## config.mk

```make
export PLATFORM = sky130hd
export DESIGN_NAME = button_frontend
export DESIGN_NICKNAME = d
export VERILOG_FILES = /design/src/rtl/button_frontend.sv
export SDC_FILE = /design/constraint.sdc
export NUM_CORES = 1
export LEC_CHECK = 0
export BUFFER_PORTS_ARGS = -buffer_cell sky130_fd_sc_hd__buf_2
export CAP_MARGIN = 20
export CORE_ASPECT_RATIO = 1.25
export CORE_MARGIN = 2
export CORE_UTILIZATION = 64
export CTS_BUF_LIST = sky130_fd_sc_hd__clkbuf_4
export DETAILED_ROUTE_END_ITERATION = 16
export PLACE_DENSITY = 0.82
export SYNTH_ARGS = -nofsm -noshare
export SYNTH_HDL_FRONTEND = slang
export SYNTH_SLANG_ARGS = --single-unit
```

## constraint.sdc

```tcl
create_clock -name clk -period 2.7 [get_ports clk]
set_clock_uncertainty 0.2 [all_clocks]
set_input_delay 0.135 -clock clk [delete_from_list [all_inputs] [get_ports clk]]
set_output_delay 0.135 -clock clk [all_outputs]
set_load 0.01 [all_outputs]
```

## src/rtl/button_frontend.sv

```systemverilog
// Pushbutton front-end: sync, debounce and press detect for two keys,
// display-mode register and decrement strobe with auto-repeat.

module button_debounce #(
    parameter int DEBOUNCE_CYCLES = 500000
) (
    input  logic clk,
    input  logic reset,
    input  logic raw,
    output logic level
);
    localparam int CW = $clog2(DEBOUNCE_CYCLES + 1);
    localparam logic [CW-1:0] LAST = CW'(DEBOUNCE_CYCLES - 1);

    logic          sync1;
    logic          sync2;
    logic [CW-1:0] cnt;

    always_ff @(posedge clk or negedge reset) begin
        if (!reset) begin
            sync1 <= 1'b1;
            sync2 <= 1'b1;
            level <= 1'b1;
            cnt   <= '0;
        end else begin
            sync1 <= raw;
            sync2 <= sync1;
            if (sync2 != level) begin
                if (cnt == LAST) begin
                    level <= sync2;
                    cnt   <= '0;
                end else begin
                    cnt <= cnt + 1'b1;
                end
            end else begin
                cnt <= '0;
            end
        end
    end
endmodule

module button_frontend #(
    parameter int DEBOUNCE_CYCLES = 500000,
    parameter int HOLD_CYCLES     = 25000000,
    parameter int REPEAT_CYCLES   = 5000000
) (
    input  logic       clk,
    input  logic       reset,
    input  logic       btn,
    input  logic       dec_btn,
    output logic [1:0] mode,
    output logic [7:0] mode_seg,
    output logic       mode_change,
    output logic       dec_pulse
);
    localparam int RMAX = (HOLD_CYCLES > REPEAT_CYCLES) ?
                          HOLD_CYCLES : REPEAT_CYCLES;
    localparam int RW = $clog2(RMAX);
    localparam logic [RW-1:0] HOLD_LAST = RW'(HOLD_CYCLES - 1);
    localparam logic [RW-1:0] REP_LAST  = RW'(REPEAT_CYCLES - 1);

    typedef enum logic [1:0] {
        IDLE,
        HELD,
        REPEAT
    } dec_state_t;

    logic btn_level;
    logic btn_level_d;
    logic dec_level;
    logic dec_level_d;
    logic btn_press;
    logic dec_press;

    button_debounce #(.DEBOUNCE_CYCLES(DEBOUNCE_CYCLES)) u_btn_db (
        .clk  (clk),
        .reset(reset),
        .raw  (btn),
        .level(btn_level)
    );

    button_debounce #(.DEBOUNCE_CYCLES(DEBOUNCE_CYCLES)) u_dec_db (
        .clk  (clk),
        .reset(reset),
        .raw  (dec_btn),
        .level(dec_level)
    );

    always_ff @(posedge clk or negedge reset) begin
        if (!reset) begin
            btn_level_d <= 1'b1;
            dec_level_d <= 1'b1;
        end else begin
            btn_level_d <= btn_level;
            dec_level_d <= dec_level;
        end
    end

    // Active-low keys: a press is the debounced 1->0 transition
    assign btn_press = btn_level_d & ~btn_level;
    assign dec_press = dec_level_d & ~dec_level;

    dec_state_t    state;
    dec_state_t    state_nx;
    logic [RW-1:0] rcnt;
    logic [RW-1:0] rcnt_nx;
    logic          req;

    always_ff @(posedge clk or negedge reset) begin
        if (!reset) begin
            state <= IDLE;
            rcnt  <= '0;
        end else begin
            state <= state_nx;
            rcnt  <= rcnt_nx;
        end
    end

    always_comb begin
        state_nx = state;
        rcnt_nx  = rcnt;
        req      = 1'b0;
        unique case (state)
            IDLE: begin
                rcnt_nx = '0;
                if (dec_press) begin
                    req      = 1'b1;
                    state_nx = HELD;
                end
            end
            HELD: begin
                if (dec_level) begin
                    rcnt_nx  = '0;
                    state_nx = IDLE;
                end else if (rcnt == HOLD_LAST) begin
                    req      = 1'b1;
                    rcnt_nx  = '0;
                    state_nx = REPEAT;
                end else begin
                    rcnt_nx = rcnt + 1'b1;
                end
            end
            REPEAT: begin
                if (dec_level) begin
                    rcnt_nx  = '0;
                    state_nx = IDLE;
                end else if (rcnt == REP_LAST) begin
                    req     = 1'b1;
                    rcnt_nx = '0;
                end else begin
                    rcnt_nx = rcnt + 1'b1;
                end
            end
            default: begin
                rcnt_nx  = '0;
                state_nx = IDLE;
            end
        endcase
    end

    function automatic logic [7:0] seg_of(input logic [1:0] m);
        logic [7:0] s;
        case (m)
            2'd1:    s = 8'b00010001;
            2'd2:    s = 8'b01001001;
            default: s = 8'b10000101;
        endcase
        return s;
    endfunction

    logic [1:0] mode_nx;

    always_comb begin
        mode_nx = mode;
        if (btn_press) begin
            mode_nx = (mode == 2'd2) ? 2'd0 : mode + 2'd1;
        end
    end

    // dec_pulse gates on the mode held before this edge's update
    always_ff @(posedge clk or negedge reset) begin
        if (!reset) begin
            mode        <= 2'd0;
            mode_seg    <= 8'b10000101;
            mode_change <= 1'b0;
            dec_pulse   <= 1'b0;
        end else begin
            mode        <= mode_nx;
            mode_seg    <= seg_of(mode_nx);
            mode_change <= btn_press;
            dec_pulse   <= req & (mode == 2'd2);
        end
    end
endmodule

```

; ---- Word level (Yosys, flattened, before mapping)
; Index checks and enable logic that the tools add are counted.
[totals]
ram_bits = 0
romBits = 0
latchBits = 0
memories = 0
regBits = 85
elab_cells = 66
out_inout_bits = 12
in_bits = 4
[classes]
shift = 0
n_reduce_logical = 4
eq_ne = 14
addsub = 4
mux = 23
multipliers = 0
bitwise_logic = 5
div_mod_pow = 0
order_cmp = 0
[op_table]
columns = cell, n
row1 = 25-bit 2-to-1 mux, 4
row2 = 19-bit 2-to-1 mux, 4
row3 = 25-bit case mux with 2 select lines, 1
row4 = "19-bit by 1-bit adder with 19-bit output, second input constant", 2
row5 = "19-bit equality test, second input constant", 2
row6 = "25-bit by 1-bit adder with 25-bit output, second input constant", 1
row7 = "25-bit by 23-bit equality test with 1-bit output, second input constant", 1
row8 = "25-bit equality test, second input constant", 1
row9 = 8-bit case mux with 2 select lines, 1
row10 = 2-bit 2-to-1 mux, 6
row11 = "2-bit equality test, second input constant", 3
row12 = 2-bit case mux with 3 select lines, 1
row13 = 1-bit 2-to-1 mux, 5
row14 = "2-bit by 1-bit equality test with 1-bit output, second input constant", 2
row15 = 2-bit AND reduction, 2
row16 = 1-bit bitwise AND, 3
row17 = "3-bit by 2-bit != test with 1-bit output, second input constant", 1
row18 = 1-bit case mux with 3 select lines, 1
row19 = 3-bit AND reduction, 1
row20 = "2-bit by 1-bit adder with 2-bit output, second input constant", 1
row21 = 2-bit zero test, 1
row22 = 1-bit != test, 2
row23 = "2-bit by 1-bit != test with 1-bit output, second input constant", 1
row24 = "2-bit != test, second input constant", 1
row25 = 1-bit inverter, 2

; ---- Depth between registers and ports, before layout
; Gate-level depths: netlist of run 1.
[logic_depth]
depth_word = 5
depth_mapped = 6
ltp_nobuf = 6

; ---- By module
; A second synthesis of run 1 with hierarchy kept.
[hier_totals]
hier_cells = 413
area_unflattened_um2 = 4194.0
[modules_own_cells]
columns = module, cells_each, n_inst, seq_area_each_um2, area_per_inst_um2
row1 = button_frontend, 203, 1, 904.6, 2033.2
row2 = button_debounce (u_btn_db), 105, 1, 554.3, 1083.5
row3 = button_debounce (u_dec_db), 105, 1, 554.3, 1077.3

; ---- Worst setup path before layout of run 1
; Ideal clock, no wire load.
[synth_timing]
path_kind = flip-flop to flip-flop
start = reg u_btn_db.cnt[11]
end = reg u_btn_db.cnt[7]
setup_time_ns = 0.119
path_stages_with_launch = 6
setup_slack_ns = 0.481
period_less_slack_ns = 2.219
arrival_ns = 1.901
required_ns = 2.381
n_path_buf = 1
path_cell_list = dfrtp_1 or4_1 or4_4 o21ai_4 buf_6 nor2_1
[synth_between]
elab_chain_cells = 3
[synth_lines]
columns = item, line
row1 = from (decl), 17  ; logic [CW-1:0] cnt;
row2 = from (signal assigned), 33  ; cnt <= cnt + 1'b1;
row3 = 19-bit equality test, 29  ; if (cnt == LAST) begin
row4 = 19-bit 2-to-1 mux, 29
row5 = 19-bit 2-to-1 mux, 28  ; if (sync2 != level) begin
; No other way between the ends.
; A chain may end at the register's enable or synchronous reset.

; ---- Worst setup path after layout of run 1
[layout_timing]
start = reg rcnt[0]
end = reg rcnt[20]
[layout_between]
elab_chain_cells = 4
word_cells_on_any_way = 8
cone_classes = add/sub: 1 / eq/ne: 2 / mux: 5
[layout_lines]
columns = item, line
row1 = from (decl), 105  ; logic [RW-1:0] rcnt;
row2 = from (signal assigned), 115  ; rcnt <= rcnt_nx;
row3 = 25-bit by 1-bit adder with 25-bit output (tied with other cells), "140, 151"
row4 = "25-bit 2-to-1 mux, on equally long branches", "147, 135"
row5 = "25-bit 2-to-1 mux, on equally long branches", "144, 132"
row6 = 25-bit case mux with 2 select lines (*), 123  ; unique case (state)
row7 = via rcnt_nx[20], 106  ; logic [RW-1:0] rcnt_nx;
; Mark *: on every way through the listed nets, which the timed path passes. The rest lies on a longest branch.

==> results of run 1 <==
-- power groups by stage --
| stage | Sequential (mW) | Combinational [mW] | Clock [mW] |
|---|---|---|---|
| 2_1_floorplan | 1.24 | 0.0301 | 0 |
| 3_5_place_dp | 1.24 | 0.0544 | 0 |
| 4_1_cts | 1.22 | 0.0579 | 0.710 |
| 5_1_grt | 1.22 | 0.0659 | 0.758 |
| 3_3_place_gp | 1.24 | 0.0534 | 0 |
| 6_report | 1.22 | 0.0558 | 0.694 |
-- placed cells by master, fill, tap and decap left out, drive strengths merged, types with 15 or more instances in the layout --
cell type / Yosys / final
dfrtp: 71 / 71
nor2: 40 / 40
xnor2: 28 / 28
nand3: 25 / 25
nand2: 23 / 23
inv: 19 / 19
or4: 18 / 18
or3: 16 / 16
nor4: 16 / 16
buf: 13 / 16
nand4: 15 / 15
-- flip-flops by register name, indices dropped and copies added, names as in the netlist --
signal and flops:
rcnt 25, u_dec_db.level 1, mode_seg 3, u_dec_db.sync1 1, u_btn_db.cnt 19, u_btn_db.level 1
u_btn_db.sync2 1, mode 2, u_dec_db.sync2 1, dec_level_d 1, u_dec_db.cnt 19, mode_change 1
dec_pulse 1, btn_level_d 1, state 2, u_btn_db.sync1 1
-- area by class of cell --
| class | count | area, um2 |
|---|---|---|
| flip-flops and latches | 80 | 2013 |
| multi-input cells | 304 | 2078 |
| repair buffers | 19 | 122.6 |
| clock buffers | 10 | 75.07 |
| inverters | 19 | 71.32 |
| clock inverters | 6 | 61.31 |
| well taps | 87 | 108.9 |
| fillers | 517 | 1993 |
-- worst max-delay path: cells and delay by family (launching register included) --
| family | cells | cell delay [ps] |
|---|---|---|
| fa+ha+maj | 1 | 320 |
| compound gates | 1 | 230 |
| simple gates | 3 | 1170 |
| flops | 1 | 430 |
-- timing repair --
item / in CTS / in global routing
hold buffers: 3 / 0
gates resized for setup: 0 / 0
hold endpoints to repair: 73 / 0
-- final timing paths --
check,start,end,slack [ps],depth (start not counted)
max,rcnt[0]$_DFF_PN0_,rcnt[20]$_DFF_PN0_,270,5
max reg2reg,rcnt[0]$_DFF_PN0_,rcnt[20]$_DFF_PN0_,270,5
min,btn,u_btn_db.sync1$_DFF_PN1_,130,2
min reg2reg,u_btn_db.sync1$_DFF_PN1_,u_btn_db.sync2$_DFF_PN1_,160,0
min in group asynchronous,reset,u_dec_db.cnt[6]$_DFF_PN0_,210,2
max in group asynchronous,reset,rcnt[2]$_DFF_PN0_,1480,2
-- metrics by stage --
step / hold WS (ps) / power [mW]
after floorplan: -360.6 / 1.271
after detailed placement: 41.16 / 1.297
final: 132.0 / 1.970
after global routing: 111.3 / 2.046
after CTS: 117.3 / 1.988
after global placement: 41.20 / 1.295
-- cells by family after synthesis --
| family | count (synthesis) | synth area share |
|---|---|---|
| xor gates and xnor gates | 39 | 0.07943 |
| adders and majority gates | 9 | 0.02619 |
| muxes | 3 | 0.007564 |
| other | 2 | 0.001746 |
| DFF | 80 | 0.4681 |
| AOI/OAI and AO/OA | 65 | 0.1234 |
| buffers and inverters | 39 | 0.04946 |
| and+or+nand+nor | 185 | 0.2441 |
-- layer usage --
layer,up-vias,global-route usage
li1,1563,-
met1,1609,0.3068
met2,71,0.3884
met3,6,0.05208
met4,0,0.09077
met5,-,0
==> results_tabular.tex, run 1 <==
\begin{tabular}{lr}
\hline
Metric & Value \\
\hline
\multicolumn{2}{l}{\textbf{Power}} \\
Comb pwr share & 0.028 \\
Static leakage power & 1.700 nW \\
Cell area power density & 434.8 nW/um2 \\
Net Sw Power & 455.1 uW \\
Max rail drop VDD & 0.0002820 V \\
Portion of total power attributed to sequential cells & 0.619 \\
Relative contribution of the clock network to total power & 0.352 \\
Pint & 1.515 mW \\
Fraction of power spent switching nets & 0.2310 \\
\multicolumn{2}{l}{\textbf{Setup path}} \\
Largest driver fanout on the critical path & 10 \\
CP Class & reg2reg \\
Cells traversed along the worst timing path & ha\_1 > nand4\_1 > or4\_1 > or4\_4 > a221oi\_2 \\
Worst path max stage delay & 570 ps \\
Worst setup EP type & register \\
CP startpoint kind & register \\
CP Data Arrival Time & 2560 ps \\
Data required time at the worst endpoint & 2830 ps \\
CP max stage cell & sky130\_fd\_sc\_hd\_\_or4\_1 \\
\multicolumn{2}{l}{\textbf{Yosys}} \\
Post-synthesis instance total & 422 \\
Cell types with the highest counts after synthesis & 71 x sky130\_fd\_sc\_hd\_\_dfrtp\_1, 40 x sky130\_fd\_sc\_hd\_\_nor2\_1, 28 x sky130\_fd\_sc\_hd\_\_xnor2\_1 \\
Number of distinct library cells after synthesis & 53 \\
Top area cells in the synthesized netlist & sky130\_fd\_sc\_hd\_\_dfrtp\_1 41\%, sky130\_fd\_sc\_hd\_\_xnor2\_1 5.7\%, sky130\_fd\_sc\_hd\_\_dfstp\_2 5.5\% \\
Share of synthesized flip-flops with an asynchronous set or reset & 1.000 \\
Fraction of synthesized cell area taken by the top area cell type & 0.4132 \\
Area of the mapped netlist & 4300 um2 \\
Post-Synthesis Mean Instance Area & 10.19 um2 \\
\#FFs+latches synth & 80 \\
Leading cell type by number of instances after synthesis & sky130\_fd\_sc\_hd\_\_dfrtp\_1 \\
Number of warning messages in the yosys log & 0 \\
Largest area contributor in the synthesized netlist & sky130\_fd\_sc\_hd\_\_dfrtp\_1 \\
Sequential cell area fraction in the yosys report & 0.4681 \\
Most instantiated flip-flop cell in the synthesis netlist & sky130\_fd\_sc\_hd\_\_dfrtp\_1 \\
EDFF count, synth & 0 \\
\multicolumn{2}{l}{\textbf{Final layout}} \\
Synthesis-to-finish area growth & 5.354\% \\
Final instance count without filler cells & 525 \\
Cell area after layout & 4531 um2 \\
Utilization of the core after routing & 0.6945 \\
Share of cells above drive strength 1 & 0.1507 \\
Final net count & 446 \\
Diode insertion count for antenna repair & 0 \\
\multicolumn{2}{l}{\textbf{Route}} \\
Detailed Route Iter0 Violations & 305 \\
Total via count in the routed design & 3,249 \\
Total Wirelength & 8147 um \\
DR vias/cell & 6.189 \\
DR WL met3 & 359 um \\
Top layer reached by signal wires & met4 \\
Met1 Routed Length & 3631 um \\
Routed wl met2 & 4074 um \\
Antenna viol nets, final & 0 \\
Number of remaining DRC errors & 0 \\
First-pass iteration count of the detailed router & 6 \\
Wire length per cell after detailed routing & 15.52 um \\
\multicolumn{2}{l}{\textbf{STA}} \\
Max-Slew Margin vs Limit & 0.3570 \\
Slew at the pin closest to its max-slew limit & 964.4 ps \\
Max Slew Vio Count & 0 \\
Fmax achieved & 411.5 MHz \\
Worst Slack Setup Final & 269.7 ps \\
Fin crit share & 0.9001 \\
Final TNS setup & 0 ps \\
Number of failing hold endpoints at the final stage & 0 \\
Setup violations, final & 0 \\
Setup repair after global routing missed its margin & false \\
Shortest period the worst path allows & 2430 ps \\
\multicolumn{2}{l}{\textbf{Die}} \\
Horizontal die dimension & 77.32 um \\
Cell Rows & 33 \\
Die ar. & 7395 um2 \\
Starting density of the core & 0.6592 \\
Core Footprint & 6524 um2 \\
Ports placed on the boundary & 16 \\
Overall die height & 95.65 um \\
\multicolumn{2}{l}{\textbf{Clocking}} \\
Number of buffers inserted during clock tree synthesis & 9 \\
CTS sink cnt & 80 \\
Clock insertion delay at the later pin of the skew report & 430 ps \\
Clock-pin slew on the worst setup and hold paths & 130 ps \\
Clock Path Buffers & 2 \\
CTS HTree Levels & 3 \\
Clock tree from TritonCTS & built \\
Post-CTS setup repair buffer count & 0 \\
Clock root buffer & sky130\_fd\_sc\_hd\_\_clkbuf\_4 \\
\multicolumn{2}{l}{\textbf{Place}} \\
Setup slack after placement & 293.9 ps \\
Placement Cell Area & 4364 um2 \\
DP HPWL & 5433 um \\
Port Buffers & 12 \\
Final GP Congestion & 0.8015 \\
Number of placed instances, taps included & 506 \\
\multicolumn{2}{l}{\textbf{GRT}} \\
First-pass GRT wire length & 13,720 um \\
GRT Overall Usage & 0.2356 \\
Number of antenna violations at the first check in global routing & 0 \\
Vias in the first global route & 3,002 \\
Remaining global-route overflow & 0 \\
Maximum number of pins on one net before global-route repair & 81 \\
\multicolumn{2}{l}{\textbf{Run status}} \\
Run status & finished, final reports clean \\
\multicolumn{2}{l}{\textbf{Hold path}} \\
Class of the tightest hold or removal check & in2reg \\
\multicolumn{2}{l}{\textbf{Flow run}} \\
Max cap viols & 0 \\
\hline
\end{tabular}
(Power assumes the default switching activity.)
==> run 2: changes to the inputs <==
--- a/config.mk
+++ b/config.mk
@@ -9,10 +9,10 @@
 export CAP_MARGIN = 20
 export CORE_ASPECT_RATIO = 1.25
 export CORE_MARGIN = 2
-export CORE_UTILIZATION = 64
+export CORE_UTILIZATION = 65
 export CTS_BUF_LIST = sky130_fd_sc_hd__clkbuf_4
 export DETAILED_ROUTE_END_ITERATION = 16
-export PLACE_DENSITY = 0.82
+export PLACE_DENSITY = 0.83
 export SYNTH_ARGS = -nofsm -noshare
 export SYNTH_HDL_FRONTEND = slang
 export SYNTH_SLANG_ARGS = --single-unit
==> constraint.sdc (replaced) <==
create_clock -name clk -period 3 [get_ports clk]
set_clock_uncertainty 0.2 [all_clocks]
set_input_delay 0.15 -clock clk [delete_from_list [all_inputs] [get_ports clk]]
set_output_delay 0.15 -clock clk [all_outputs]
set_load 0.01 [all_outputs]
==> results_tabular.tex, run 2 (synthesis gave the netlist of run 1 again) <==
\begin{tabular}{lr}
\hline
Metric & Value \\
\hline
\multicolumn{2}{l}{\textbf{Final layout}} \\
Diode insertion count for antenna repair & 0 (unchanged) \\
Synthesis-to-finish area growth & 5.557\% \\
Max reg flops & 25 (unchanged) \\
Biggest register & rcnt \\
Leading cell types in the layout, fill and taps excluded & 71 x sky130\_fd\_sc\_hd\_\_dfrtp\_1, 40 x sky130\_fd\_sc\_hd\_\_nor2\_1, 28 x sky130\_fd\_sc\_hd\_\_xnor2\_1 \\
Most frequent standard cell in the layout excluding fill and tap cells & sky130\_fd\_sc\_hd\_\_dfrtp\_1 \\
Largest registers ranked by flip-flop count & rcnt x25, u\_btn\_db.cnt x19, u\_dec\_db.cnt x19 \\
Share of cells above drive strength 1 & 0.1422 (-0.008483) \\
Final instance count without filler cells & 523 (-0.38\%) \\
Final net count & 444 (-0.45\%) \\
\multicolumn{2}{l}{\textbf{Setup path}} \\
Largest driver fanout on the critical path & 19 (+9) \\
Reg-to-Reg End & rcnt[13]\$\_DFF\_PN0\_ \\
Cells traversed along the worst timing path & nor4b\_1 > nand4\_1 > o31ai\_4 > buf\_12 > a221oi\_1 \\
CP startpoint kind & register \\
Worst setup EP type & register \\
CP Class & reg2reg \\
Data required time at the worst endpoint & 3060 ps (+230 ps) \\
R2r worst-path depth & 5 (unchanged) \\
Crit. Startpoint & rcnt[7]\$\_DFF\_PN0\_ \\
CP Data Arrival Time & 2570 ps (about the same) \\
Worst setup endpoint & rcnt[13]\$\_DFF\_PN0\_ \\
CP max stage cell & sky130\_fd\_sc\_hd\_\_o31ai\_4 \\
Internal reg-to-reg setup slack & 480 ps (+210 ps) \\
Worst path max stage delay & 590 ps (+20 ps) \\
Reg-to-reg critical path startpoint & rcnt[7]\$\_DFF\_PN0\_ \\
\multicolumn{2}{l}{\textbf{GRT}} \\
Number of antenna violations at the first check in global routing & 0 (unchanged) \\
Remaining global-route overflow & 0 (unchanged) \\
Global-route track usage on met2 & 0.4254 (+0.03703) \\
First-pass GRT wire length & 14,720 um (+7.3\%) \\
GRT Overall Usage & 0.2507 (+0.01503) \\
Met1 track demand over resource in global routing & 0.3104 (+0.003635) \\
Maximum number of pins on one net before global-route repair & 81 (unchanged) \\
Vias in the first global route & 3,236 (+7.8\%) \\
Busiest layer in global routing & met2 \\
Met3 track utilization from global routing & 0.04589 (-0.006194) \\
\multicolumn{2}{l}{\textbf{Place}} \\
Number of placed instances, taps included & 504 (-0.40\%) \\
Setup slack after placement & 589.4 ps (+295.5 ps) \\
Final GP Congestion & 0.9027 (+13\%) \\
DP HPWL & 5638 um (+3.8\%) \\
Port Buffers & 12 (unchanged) \\
\multicolumn{2}{l}{\textbf{Power}} \\
Portion of total power attributed to sequential cells & 0.617 (-0.002) \\
Net Sw Power & 418.2 uW (-8.1\%) \\
Pint & 1.360 mW (-10\%) \\
Fraction of power spent switching nets & 0.2351 (+0.004095) \\
Cell area power density & 391.8 nW/um2 (-9.9\%) \\
Relative contribution of the clock network to total power & 0.355 (+0.003) \\
Comb pwr share & 0.028 (about the same) \\
Static leakage power & 1.692 nW (-0.45\%) \\
Max rail drop VDD & 0.0002863 V (+1.5\%) \\
\multicolumn{2}{l}{\textbf{Run status}} \\
Run status & finished, final reports clean \\
\multicolumn{2}{l}{\textbf{STA}} \\
Fmax achieved & 397.6 MHz (-3.4\%) \\
Max-Slew Margin vs Limit & 0.3603 (+0.003225) \\
Slew at the pin closest to its max-slew limit & 959.6 ps (-4.837 ps) \\
Setup repair after global routing missed its margin & false \\
Shortest period the worst path allows & 2515 ps (+85.05 ps) \\
Final hold slack & 158.2 ps (+26.21 ps) \\
Setup violations, final & 0 (unchanged) \\
Final TNS setup & 0 ps (unchanged) \\
Fin crit share & 0.8385 (-0.06166) \\
Number of failing hold endpoints at the final stage & 0 (unchanged) \\
Worst Slack Setup Final & 484.6 ps (+214.9 ps) \\
Max Slew Vio Count & 0 (unchanged) \\
\multicolumn{2}{l}{\textbf{Die}} \\
Cell Rows & 33 (unchanged) \\
Ports placed on the boundary & 16 (unchanged) \\
Die ar. & 7287 um2 (-1.5\%) \\
Overall die height & 94.94 um (-0.74\%) \\
Core Footprint & 6482 um2 (-0.63\%) \\
Horizontal die dimension & 76.75 um (-0.73\%) \\
Starting density of the core & 0.6634 (+0.004199) \\
\multicolumn{2}{l}{\textbf{Clocking}} \\
CTS HTree Levels & 3 (unchanged) \\
Clock insertion delay at the later pin of the skew report & 420 ps (about the same) \\
Clock Path Buffers & 2 (unchanged) \\
Clock-pin slew on the worst setup and hold paths & 130 ps (about the same) \\
Clock root buffer & sky130\_fd\_sc\_hd\_\_clkbuf\_4 \\
Number of gates given a new drive strength after cts & 0 (unchanged) \\
Clock tree from TritonCTS & built \\
CTS sink cnt & 80 (unchanged) \\
Number of buffers inserted during clock tree synthesis & 9 (unchanged) \\
\multicolumn{2}{l}{\textbf{Route}} \\
Total via count in the routed design & 3,277 (+0.86\%) \\
Antenna viol nets, final & 0 (unchanged) \\
DR vias/cell & 6.266 (+1.2\%) \\
Number of remaining DRC errors & 0 (unchanged) \\
First-pass iteration count of the detailed router & 5 (-1) \\
Detailed Route Iter0 Violations & 280 (-8.2\%) \\
Total Wirelength & 8401 um (+3.1\%) \\
Wire length per cell after detailed routing & 16.06 um (+3.5\%) \\
\multicolumn{2}{l}{\textbf{Hold path}} \\
Class of the tightest hold or removal check & reg2reg \\
\multicolumn{2}{l}{\textbf{Flow run}} \\
Max cap viols & 0 (unchanged) \\
\hline
\end{tabular}
-- run 2: worst min-delay path by stage --
stage	start	to	slack, ps	depth (start not counted)
4_1_cts	dec_btn	u_dec_db.sync1$_DFF_PN1_	130	2
3_3_place_gp	dec_btn	u_dec_db.sync1$_DFF_PN1_	60	1
5_1_grt	dec_btn	u_dec_db.sync1$_DFF_PN1_	140	2
3_5_place_dp	btn	u_btn_db.sync1$_DFF_PN1_	60	1
2_1_floorplan	reset	dec_pulse$_DFF_PN0_	-350	0
6_report	u_dec_db.sync1$_DFF_PN1_	u_dec_db.sync2$_DFF_PN1_	160	0
-- run 2: cell type report --
| type | instances | area (um2) |
|---|---|---|
| timing repair buffer | 17 | 132.6 |
| clock inverter | 6 | 60.06 |
| clock buffer | 10 | 75.07 |
| tap | 87 | 108.9 |
| inverter | 19 | 71.32 |
| multi-input combinational | 304 | 2078 |
| fill | 499 | 1943 |
| sequential | 80 | 2013 |
-- run 2: repair_timing --
action / in CTS / in global routing
hold buffers: 3 / 0
buffers inserted: 0 / 0
hold endpoints to repair: 73 / 0
-- run 2: power groups by stage --
stage	Combinational [mW]	Clock, mW	Sequential [mW]
floorplan	0.0271	0	1.12
global placement	0.0478	0	1.12
detailed placement	0.0493	0	1.12
CTS	0.0525	0.644	1.10
global route	0.0597	0.692	1.10
finish	0.0501	0.631	1.10
-- run 2: worst max-delay path, delay by kind of cell (launching register included) --
family | cells | cell delay, ps
AO/OA/AOI/OAI | 2 | 680
buffers and inverters | 1 | 230
flip-flops | 1 | 480
AND/OR/NAND/NOR | 2 | 770
-- run 2: routing by layer --
metal  wire length [um]  vias up
li1                   -     1555
met1               3634     1605
met2               4258      100
met3                312       17
met4                196        0
met5                  0        -
-- run 2: through the flow --
stage	total power, mW	utilization	cell area (um2)
2_1_floorplan	1.144	-	4304
3_3_place_gp	1.165	0.6748	4374
3_5_place_dp	1.168	0.6748	4374
4_1_cts	1.795	0.7003	4539
5_1_grt	1.852	0.7003	4539
6_report	1.779	0.7003	4539
==> run 3: changes to the inputs <==
--- a/config.mk
+++ b/config.mk
@@ -9,10 +9,10 @@
 export CAP_MARGIN = 20
 export CORE_ASPECT_RATIO = 1.25
 export CORE_MARGIN = 2
-export CORE_UTILIZATION = 65
+export CORE_UTILIZATION = 64
 export CTS_BUF_LIST = sky130_fd_sc_hd__clkbuf_4
 export DETAILED_ROUTE_END_ITERATION = 16
-export PLACE_DENSITY = 0.83
+export PLACE_DENSITY = 0.82
 export SYNTH_ARGS = -nofsm -noshare
 export SYNTH_HDL_FRONTEND = slang
 export SYNTH_SLANG_ARGS = --single-unit
==> constraint.sdc (replaced) <==
create_clock -name clk -period 2.5 [get_ports clk]
set_clock_uncertainty 0.2 [all_clocks]
set_input_delay 0.125 -clock clk [delete_from_list [all_inputs] [get_ports clk]]
set_output_delay 0.125 -clock clk [all_outputs]
set_load 0.01 [all_outputs]
==> results_tabular.tex, run 3 (synthesis gave the netlist of run 1 again) <==
\begin{tabular}{lr}
\hline
Metric & Value \\
\hline
\multicolumn{2}{l}{\textbf{Run status}} \\
Run status & finished, final reports clean \\
\multicolumn{2}{l}{\textbf{Final layout}} \\
Max reg flops & 25 (unchanged) \\
Leading cell types in the layout, fill and taps excluded & 71 x sky130\_fd\_sc\_hd\_\_dfrtp\_1, 40 x sky130\_fd\_sc\_hd\_\_nor2\_1, 28 x sky130\_fd\_sc\_hd\_\_xnor2\_1 \\
Synthesis-to-finish area growth & 8.001\% \\
Final net count & 453 (+2.0\%) \\
Largest registers ranked by flip-flop count & rcnt x25, u\_btn\_db.cnt x19, u\_dec\_db.cnt x19 \\
Most frequent standard cell in the layout excluding fill and tap cells & sky130\_fd\_sc\_hd\_\_dfrtp\_1 \\
Diode insertion count for antenna repair & 0 (unchanged) \\
Share of cells above drive strength 1 & 0.1663 (+0.02409) \\
Biggest register & rcnt \\
Utilization of the core after routing & 0.7119 (+0.01168) \\
\multicolumn{2}{l}{\textbf{Route}} \\
Detailed Route Iter0 Violations & 388 (+39\%) \\
Number of remaining DRC errors & 0 (unchanged) \\
DR vias/cell & 6.241 (-0.40\%) \\
First-pass iteration count of the detailed router & 5 (unchanged) \\
Total via count in the routed design & 3,320 (+1.3\%) \\
Antenna viol nets, final & 0 (unchanged) \\
Total Wirelength & 8823 um (+5.0\%) \\
Wire length per cell after detailed routing & 16.58 um (+3.2\%) \\
\multicolumn{2}{l}{\textbf{Clocking}} \\
CTS sink cnt & 80 (unchanged) \\
Clock root buffer & sky130\_fd\_sc\_hd\_\_clkbuf\_4 \\
Number of buffers inserted during clock tree synthesis & 9 (unchanged) \\
Clock-pin slew on the worst setup and hold paths & 140 ps (about the same) \\
CTS HTree Levels & 3 (unchanged) \\
Clock Path Buffers & 2 (unchanged) \\
Clock insertion delay at the later pin of the skew report & 430 ps (about the same) \\
Post-CTS setup repair buffer count & 0 (unchanged) \\
Clock tree from TritonCTS & built \\
\multicolumn{2}{l}{\textbf{STA}} \\
Setup violations, final & 0 (unchanged) \\
Slew at the pin closest to its max-slew limit & 787.8 ps (-171.8 ps) \\
Max Slew Vio Count & 0 (unchanged) \\
Fmax achieved & 428.7 MHz (+7.8\%) \\
Number of failing hold endpoints at the final stage & 0 (unchanged) \\
Fin crit share & 0.9330 (+0.09458) \\
Final TNS setup & 0 ps (unchanged) \\
Shortest period the worst path allows & 2333 ps (-182.8 ps) \\
Max-Slew Margin vs Limit & 0.4700 (+0.1097) \\
Setup repair after global routing missed its margin & false \\
Final hold slack & 20.20 ps (-138.0 ps) \\
\multicolumn{2}{l}{\textbf{Setup path}} \\
Worst setup endpoint & u\_btn\_db.cnt[17]\$\_DFF\_PN0\_ \\
Reg-to-reg critical path startpoint & u\_btn\_db.cnt[11]\$\_DFF\_PN0\_ \\
Worst setup EP type & register \\
Reg-to-Reg End & u\_btn\_db.cnt[17]\$\_DFF\_PN0\_ \\
CP Class & reg2reg \\
Largest driver fanout on the critical path & 10 (-9) \\
Internal reg-to-reg setup slack & 170 ps (-320 ps) \\
CP Data Arrival Time & 2450 ps (-120 ps) \\
Crit. Startpoint & u\_btn\_db.cnt[11]\$\_DFF\_PN0\_ \\
Data required time at the worst endpoint & 2620 ps (-440 ps) \\
R2r worst-path depth & 5 (unchanged) \\
CP startpoint kind & register \\
\multicolumn{2}{l}{\textbf{GRT}} \\
Vias in the first global route & 3,288 (+1.6\%) \\
Remaining global-route overflow & 0 (unchanged) \\
First-pass GRT wire length & 15,220 um (+3.4\%) \\
GRT Overall Usage & 0.2628 (+0.01216) \\
Maximum number of pins on one net before global-route repair & 81 (unchanged) \\
Number of antenna violations at the first check in global routing & 0 (unchanged) \\
\multicolumn{2}{l}{\textbf{Place}} \\
Final GP Congestion & 0.8625 (-4.5\%) \\
Port Buffers & 12 (unchanged) \\
DP HPWL & 6045 um (+7.2\%) \\
\multicolumn{2}{l}{\textbf{Die}} \\
Overall die height & 95.65 um (+0.74\%) \\
Horizontal die dimension & 77.32 um (+0.74\%) \\
Ports placed on the boundary & 16 (unchanged) \\
Starting density of the core & 0.6592 (-0.004199) \\
Core Footprint & 6524 um2 (+0.64\%) \\
Die ar. & 7395 um2 (+1.5\%) \\
Cell Rows & 33 (unchanged) \\
\multicolumn{2}{l}{\textbf{Power}} \\
Max rail drop VDD & 0.0003885 V (+36\%) \\
Cell area power density & 465.8 nW/um2 (+19\%) \\
Overall power of the completed layout & 2.163 mW (+22\%) \\
Static leakage power & 1.759 nW (+3.9\%) \\
\multicolumn{2}{l}{\textbf{Hold path}} \\
Class of the tightest hold or removal check & in2async \\
\multicolumn{2}{l}{\textbf{Flow run}} \\
Max cap viols & 0 (unchanged) \\
\hline
\end{tabular}
## run 3: cell types whose count changed in the layout (fill, tap and decap cells not counted), sizes merged
cell      previous run  this run
buf                 14        23
clkinvlp             3         1
inv                 19        20
clkinv               2         3
## run 3: worst min-delay path by stage
stage,end,start,cells after the start,slack [ps]
3_5_place_dp,dec_pulse$_DFF_PN0_,reset,2,-20
5_1_grt,rcnt[20]$_DFF_PN0_,reset,3,50
6_report,rcnt[20]$_DFF_PN0_,reset,3,20
3_3_place_gp,state[0]$_DFFE_PN0P_,reset,2,-20
2_1_floorplan,dec_pulse$_DFF_PN0_,reset,0,-370
4_1_cts,u_btn_db.cnt[2]$_DFF_PN0_,reset,3,40
## run 3: per-stage QoR
step                instance area [um2]  instances  worst slack, ps
floorplan                          4304        423            280.7
CTS                                4641        532            130.7
finish                             4644        532            167.4
global route                       4644        532            57.08
detailed placement                 4467        513            151.9
global placement                   4467        513            220.5
## run 3: layout make-up
cell class                      count  area (um2)
Multi-Input combinational cell    304        2082
Sequential cell                    80        2013
Fill cell                         516        1879
Timing Repair Buffer               26       225.2
Tap cell                           87       108.9
Clock buffer                       10       75.07
Inverter                           19       71.32
Clock inverter                      6       68.82
## run 3: routing by layer
metal	vias up	track usage	part of all wire
li1	1574	-	-
met4	0	0.1280	0.023
met2	93	0.4543	0.51
met1	1633	0.3169	0.42
met3	20	0.05114	0.040
met5	-	0	0
## run 3: where the power goes
part           internal [mW]  switching [mW]  total [mW]
logic                 0.0236          0.0479      0.0715
registers               1.31          0.0101        1.32
clock network          0.321           0.453       0.774
total                   1.65           0.510        2.16
## run 3: worst max-delay path: stages, from the launching register on
cell and delay (ps):
sky130_fd_sc_hd__dfrtp_1 460, sky130_fd_sc_hd__or4_1 560, sky130_fd_sc_hd__or4_4 590, sky130_fd_sc_hd__o21ai_4 160
sky130_fd_sc_hd__buf_4 190, sky130_fd_sc_hd__a21oi_1 60
## run 3: what timing repair did
action                                  4_1_cts  5_1_grt
endpoints found under the setup margin        0        1
gates resized for setup                       0        1
hold buffers                                  3        0
endpoints found under the hold margin        82        0
